===== config.mk =====
export PLATFORM = sky130hd
export DESIGN_NAME = serial_adder
export DESIGN_NICKNAME = d
export VERILOG_FILES = /design/src/rtl/adder_pkg.sv /design/src/rtl/fa.sv /design/src/rtl/serial_adder.sv
export SDC_FILE = /design/constraint.sdc
export NUM_CORES = 1
export LEC_CHECK = 0
export CAP_MARGIN = 40
export CORE_ASPECT_RATIO = 1.25
export CORE_MARGIN = 2
export CORE_UTILIZATION = 40
export DETAILED_ROUTE_END_ITERATION = 10
export PLACE_DENSITY = 0.66
export SLEW_MARGIN = 20
export SYNTH_ARGS = -nofsm -noshare
export SYNTH_HDL_FRONTEND = slang
export SYNTH_HIERARCHICAL = 1
export SYNTH_SLANG_ARGS = --single-unit

===== constraint.sdc =====
create_clock -name clk -period 2.5 [get_ports clk]
set_input_delay 0.75 -clock clk [delete_from_list [all_inputs] [get_ports clk]]
set_output_delay 0.75 -clock clk [all_outputs]
set_load 0.05 [all_outputs]

===== src/rtl/adder_pkg.sv =====
// Shared types and sizing helpers for the bit-serial adder.
package adder_pkg;

   typedef enum logic [1:0] {
      IDLE = 2'd0,
      RUN  = 2'd1,
      DONE = 2'd2
   } state_t;

   // Bit counter only has to reach WIDTH-1, so clog2(WIDTH) bits suffice.
   function automatic int cnt_width(input int w);
      return (w > 2) ? $clog2(w) : 1;
   endfunction

endpackage


===== src/rtl/fa.sv =====
// One-bit full adder cell, reused bit-serially by serial_adder.
module fa (
   input  logic ai,
   input  logic bi,
   input  logic ci,
   output logic so,
   output logic co
);

   assign so = ai ^ bi ^ ci;
   assign co = (ai & bi) | (ci & (ai ^ bi));

endmodule


===== src/rtl/serial_adder.sv =====
// Bit-serial add/subtract: one fa cell, LSB first, WIDTH cycles per operation,
// valid/ready on both sides with no overlap between operations.
module serial_adder
   import adder_pkg::*;
#(
   parameter int WIDTH = 8
) (
   input  logic             clk,
   input  logic             rst,
   input  logic             in_valid,
   output logic             in_ready,
   input  logic [WIDTH-1:0] a,
   input  logic [WIDTH-1:0] b,
   input  logic             ci,
   input  logic             sub,
   output logic             out_valid,
   input  logic             out_ready,
   output logic [WIDTH-1:0] sum,
   output logic             co,
   output logic             ovf
);

   localparam int            CW   = cnt_width(WIDTH);
   localparam logic [CW-1:0] LAST = CW'(WIDTH - 1);

   state_t           state;
   logic [WIDTH-1:0] a_sr;
   logic [WIDTH-1:0] b_sr;
   logic [CW-1:0]    cnt;
   logic             carry;
   logic             fa_s;
   logic             fa_co;

   fa u_fa (
      .ai (a_sr[0]),
      .bi (b_sr[0]),
      .ci (carry),
      .so (fa_s),
      .co (fa_co)
   );

   assign in_ready = (state == IDLE) && !rst;

   always_ff @(posedge clk) begin
      if (rst) begin
         state     <= IDLE;
         out_valid <= 1'b0;
         sum       <= '0;
         co        <= 1'b0;
         ovf       <= 1'b0;
         cnt       <= '0;
         a_sr      <= '0;
         b_sr      <= '0;
         carry     <= 1'b0;
      end else begin
         case (state)
            IDLE: begin
               if (in_valid && in_ready) begin
                  // Subtract is a + ~b + ~ci, so invert B and the incoming borrow.
                  a_sr  <= a;
                  b_sr  <= b ^ {WIDTH{sub}};
                  carry <= sub ? ~ci : ci;
                  cnt   <= '0;
                  state <= RUN;
               end
            end
            RUN: begin
               a_sr  <= {1'b0, a_sr[WIDTH-1:1]};
               b_sr  <= {1'b0, b_sr[WIDTH-1:1]};
               sum   <= {fa_s, sum[WIDTH-1:1]};
               carry <= fa_co;
               cnt   <= cnt + CW'(1);
               if (cnt == LAST) begin
                  // carry still holds the carry into the MSB on this cycle.
                  co        <= fa_co;
                  ovf       <= carry ^ fa_co;
                  out_valid <= 1'b1;
                  state     <= DONE;
               end
            end
            DONE: begin
               if (out_ready) begin
                  out_valid <= 1'b0;
                  state     <= IDLE;
               end
            end
            default: state <= IDLE;
         endcase
      end
   end

endmodule

* Word level (Yosys, flattened, before mapping)
Index checks and enable logic that the tools add are counted.
** Storage, ports and cells
- Memories kept :: 0
- Memory bits (writable) :: 0
- Latch bits :: 0
- Logic and storage cells :: 50
- Output and inout bits :: 12
- Flip-flop bits (word level) :: 33
- Bits in read-only memories :: 0
- Input bits :: 22
** Operators by class
- Magnitude comparators :: 0
- Shift operators :: 0
- Add/subtract/negate cells :: 1
- Multiplexer cells :: 16
- Multiply operators :: 0
- Bitwise logic cells :: 8
- Reduce and logical (&&, ||, !) cells :: 10
- Equal/unequal tests :: 6
- Div/mod/pow operators :: 0
** Operator list (count)
- one-hot mux 8 bit (2 select lines) :: 2
- 2-to-1 mux 8 bit :: 2
- bitwise XOR 8 bit :: 1
- 2-to-1 mux 2 bit :: 3
- one-hot mux 2 bit (3 select lines) :: 1
- one-hot mux 3 bit (2 select lines) :: 1
- AND reduction 3 bit :: 2
- 2-to-1 mux 1 bit :: 4
- != test 2 bit (second input constant) :: 2
- one-hot mux 1 bit (2 select lines) :: 2
- AND reduction 2 bit :: 2
- nonzero test 2 bit :: 2
- adder 3 x 1 -> 3 bit (second input constant) :: 1
- == test 3 bit (second input constant) :: 1
- 2-to-1 mux 3 bit :: 1
- bitwise XOR 1 bit :: 3
- AND 1 bit :: 2
- == test 2 x 1 -> 1 bit (second input constant) :: 1
- == test 2 bit (second input constant) :: 1
- logical AND 1 bit :: 2
- logical NOT 2 bit :: 1
- != test 2 x 1 -> 1 bit (second input constant) :: 1
- logical NOT 1 bit :: 1
- inverter 1 bit :: 1
- OR 1 bit :: 1

* Longest topological paths before layout
- Depth after elaboration :: 5
- Depth in mapped cells :: 6
- Mapped depth without buffers :: 5

* Hierarchy
The synthesis kept the hierarchy.
** Modules (own cells, without submodules)
- serial_adder :: cells an instance 167, instances 1, area each 1460.2 µm², sequential area each 660.6 µm²
- fa :: cells an instance 1, instances 1, area each 20.0 µm², sequential area each 0.0 µm²

* Least setup slack after synthesis
No wires, ideal clock.
- Path kind :: input port to output port
- Start point :: input rst
- End point :: output in_ready
- Stages on the path :: 3
- Arrival :: 2.183 ns
- Buffers on the path :: 2
- Path slack :: -0.433 ns
- Required time :: 1.750 ns
- Cells stage by stage :: buf_4 > clkbuf_1 > nor3_1
** On the way
- Longest elaborated chain between the ends :: 2
** Ends and longest elaborated chain
- from (decl) :: RTL line serial_adder.sv:9 : input logic rst,
- logical NOT 1 bit :: RTL line serial_adder.sv:42 : assign in_ready = (state == IDLE) && !rst;
- logical AND 1 bit :: RTL line serial_adder.sv:42
- to (decl) :: RTL line serial_adder.sv:11 : output logic in_ready,
No other way between the ends.

* Worst setup path in the final report
Ends and elaborated chain as after synthesis.

==> key figures <==
Outcome
  • Outcome: finished, final reports clean

Setup path
  • Crit Path Class: input pin to primary output
  • Crit-path slowest cell: clkdlybuf4s50_1
  • Critical Path Max Stage Delay: 460 ps
  • Critical path capture point type: primary output
  • Worst path required time: 1750 ps
  • Crit-path max FO: 2
  • Delay-heaviest family, CP: buffers and inverters
  • Crit path DAT: 1540 ps
  • Crit path buffers/inverters: 2
  • CP cell instances: clkdlybuf4s50_1 -> nor3_4 -> buf_12
  • Startpoint types: input pin

Cells and area
  • N_diodes: 0
  • Share of cells above drive strength 1: 9.50%
  • Post-synthesis to final-layout area growth: 33.1%
  • Nets: 224
  • Final core utilization: 56.1%

Placed design
  • Dpl hpwl: 2170 um
  • RD Place Congestion: 0.754
  • Port Buffers: 33

Logic synthesis
  • Synthesized area per cell: 8.81 um2
  • Synth cell types: 26
  • FF+latch count, synth: 33
  • Sequential area share after synthesis: 44.6%
  • Ys flop type: dfxtp_1
  • Ys async rst share: 0%
  • Synth Warn #: 6
  • Cells after Synth: 168
  • Netlist Area Pre-Place: 1480 um2
  • Number of synthesized flops with an enable pin: 0
  • Syn Nets: 193

Routing
  • DR vias: 1,269
  • Total wire length: 3160 um
  • DRC: 0
  • DR pass1 iterations: 4
  • Routed length per instance: 13.2 um
  • 1st-iter DRT viols: 76
  • Detail Route Antenna Nets: 0
  • Vias per Instance: 5.31

Power
  • Switching Fraction: 22.9%
  • Pint: 0.00103 W
  • Switching power: 0.000306 W
  • P per Cell Area: 680 nW/um2
  • Logic pwr share: 13.4%
  • Flop pwr share: 42.6%
  • Part of the power in the clock network: 44.0%
  • Worst IR Drop VDD: 0.517 mV
  • P_leak: 0.734 nW

CTS
  • Post-CTS Resized: 0
  • CTS H-tree depth: 2
  • Clk Latency, worst-skew pair: 280 ps
  • Cts hold-fix bufs: 0
  • CTS tree: built
  • Max clock buf depth: 2
  • CTS clk-pin slew, worst paths: 60 ps
  • Setup repair bufs after CTS: 0
  • Clock root buffer: clkbuf_8
  • CTS buffer count: 5
  • # clock sinks: 33

Global route
  • First-pass GRT wire length: 5250 um
  • Tot GR Track Use: 16.3%
  • GRT overflow: 0
  • Largest net degree at the start of global routing: 34
  • Initial antenna violation count: 0
  • Vias in the first global route: 1,228

STA
  • Final setup vio count: 0
  • RSZ-0062 raised after global routing: false
  • Clock Skew: 3.47 ps
  • Worst-Margin Slew: 634 ps
  • Max Clock Freq: 0.437 GHz
  • Final Hold Vio Count: 0
  • Final TNS setup: 0 ps
  • Min Tclk post-route: 2290 ps
  • Slew Limit Fails: 0
  • Rel. slew slack: 57.7%
  • Tcrit/Tclk final: 91.6%

Floorplanning
  • DIE WIDTH: 58.4 um
  • Row count: 24
  • Die Ht: 72.0 um
  • Die area: 4210 um2
  • Initial Util: 42.1%
  • I/O Pins: 34
  • CORE AREA: 3510 um2

Run
  • Max-Cap Viols: 0

Hold path
  • HP Class: flip-flop to flip-flop
-- worst min-delay path, stage by stage (launching register included) --
cell	delay, ps
dfxtp_1	310
nand2_1	50
a21oi_1	50
-- worst paths after layout --
| check | startpoint | endpoint | depth (start not counted) | slack [ps] |
|---|---|---|---|---|
| max reg2reg | state[1] | a_sr[5] | 3 | 750 |
| min reg2reg | co | co | 2 | 460 |
| min | co | co | 2 | 460 |
| max | rst | in_ready | 3 | 210 |
-- cells by family after synthesis --
family	Yosys count	synth area share, %
buf+inv	13	5.07
compound gates	39	20.6
fa+ha+maj	3	3.04
flops	33	44.6
xor+xnor	10	5.92
simple gates	70	20.7
-- routing by layer --
| metal | vias up | routed length (um) | global-route usage [%] |
|---|---|---|---|
| met5 | - | 0 | 0 |
| met4 | 0 | 46 | 6.20 |
| met3 | 6 | 190 | 5.53 |
| met2 | 30 | 1520 | 27.2 |
| met1 | 588 | 1400 | 19.0 |
| li1 | 645 | - | - |
-- per-stage QoR --
stage | area (um2) | setup WS [ps] | hold slack [ps] | power, W | cells
floorplan | 1490 | 176 | 455 | 0.000701 | 168
global placement | 1840 | 212 | 446 | 0.000756 | 231
detailed placement | 1840 | 173 | 453 | 0.000763 | 231
CTS | 1970 | 205 | 463 | 0.00135 | 239
global route | 1970 | 175 | 495 | 0.00139 | 239
finish | 1970 | 211 | 463 | 0.00134 | 239
-- area by class of cell --
class / count / area [um2]
fillers: 329 / 1540
clock buffers: 5 / 68.8
well taps: 39 / 48.8
clock inverters: 3 / 65.1
multi-input cells: 122 / 756
flip-flops and latches: 33 / 661
repair buffers: 37 / 370
-- flip-flops by register name, summed over array words and instances, names as in the netlist --
register,flops
out_valid,1
ovf,1
carry,1
state,2
a_sr,8
sum,8
co,1
b_sr,8
cnt,3
-- cell usage in the layout, fill, tap and decap left out --
master	n
nand2_1	34
dfxtp_1	33
clkdlybuf4s50_1	32
nor2_1	22
a21oi_1	15
xor2_1	10
a222oi_1	8
nor2b_1	6
clkbuf_8	5
a311oi_1	4
buf_4	4
nand2b_1	3
a311oi_2	3
nor3_4	2
a2bb2oi_1	2
o21bai_1	2
a22oi_1	2
ha_1	2
bufinv_16	2
nor3_1	1
or3b_1	1
o21ba_2	1
a211oi_1	1
o21ai_0	1
nand3_1	1
clkinv_2	1
buf_12	1
fa_1	1
-- cells in the mapped netlist, types with 2 or more instances --
library cell,number,area [um2]
nor2b_1,6,37.5
a21oi_1,15,75.1
dfxtp_1,33,661
clkbuf_1,3,11.3
nand2_1,34,128
a311oi_1,4,35.0
buf_4,3,22.5
ha_1,2,25.0
nor3_1,2,10.0
o21bai_1,2,15.0
a2bb2oi_1,2,17.5
nor2_1,22,82.6
a222oi_1,8,80.1
nand2b_1,3,18.8
a311oi_2,3,45.0
xor2_1,10,87.6
a22oi_1,2,15.0
buf_2,6,30.0
-- power by group through the flow --
| stage | logic (W) | registers [W] | clock network (W) |
|---|---|---|---|
| floorplan | 0.000121 | 0.000580 | 0 |
| global placement | 0.000175 | 0.000581 | 0 |
| detailed placement | 0.000180 | 0.000583 | 0 |
| CTS | 0.000181 | 0.000571 | 0.000601 |
| global route | 0.000197 | 0.000574 | 0.000623 |
| finish | 0.000179 | 0.000571 | 0.000589 |
Note: power is estimated with default switching activity, not from simulation.
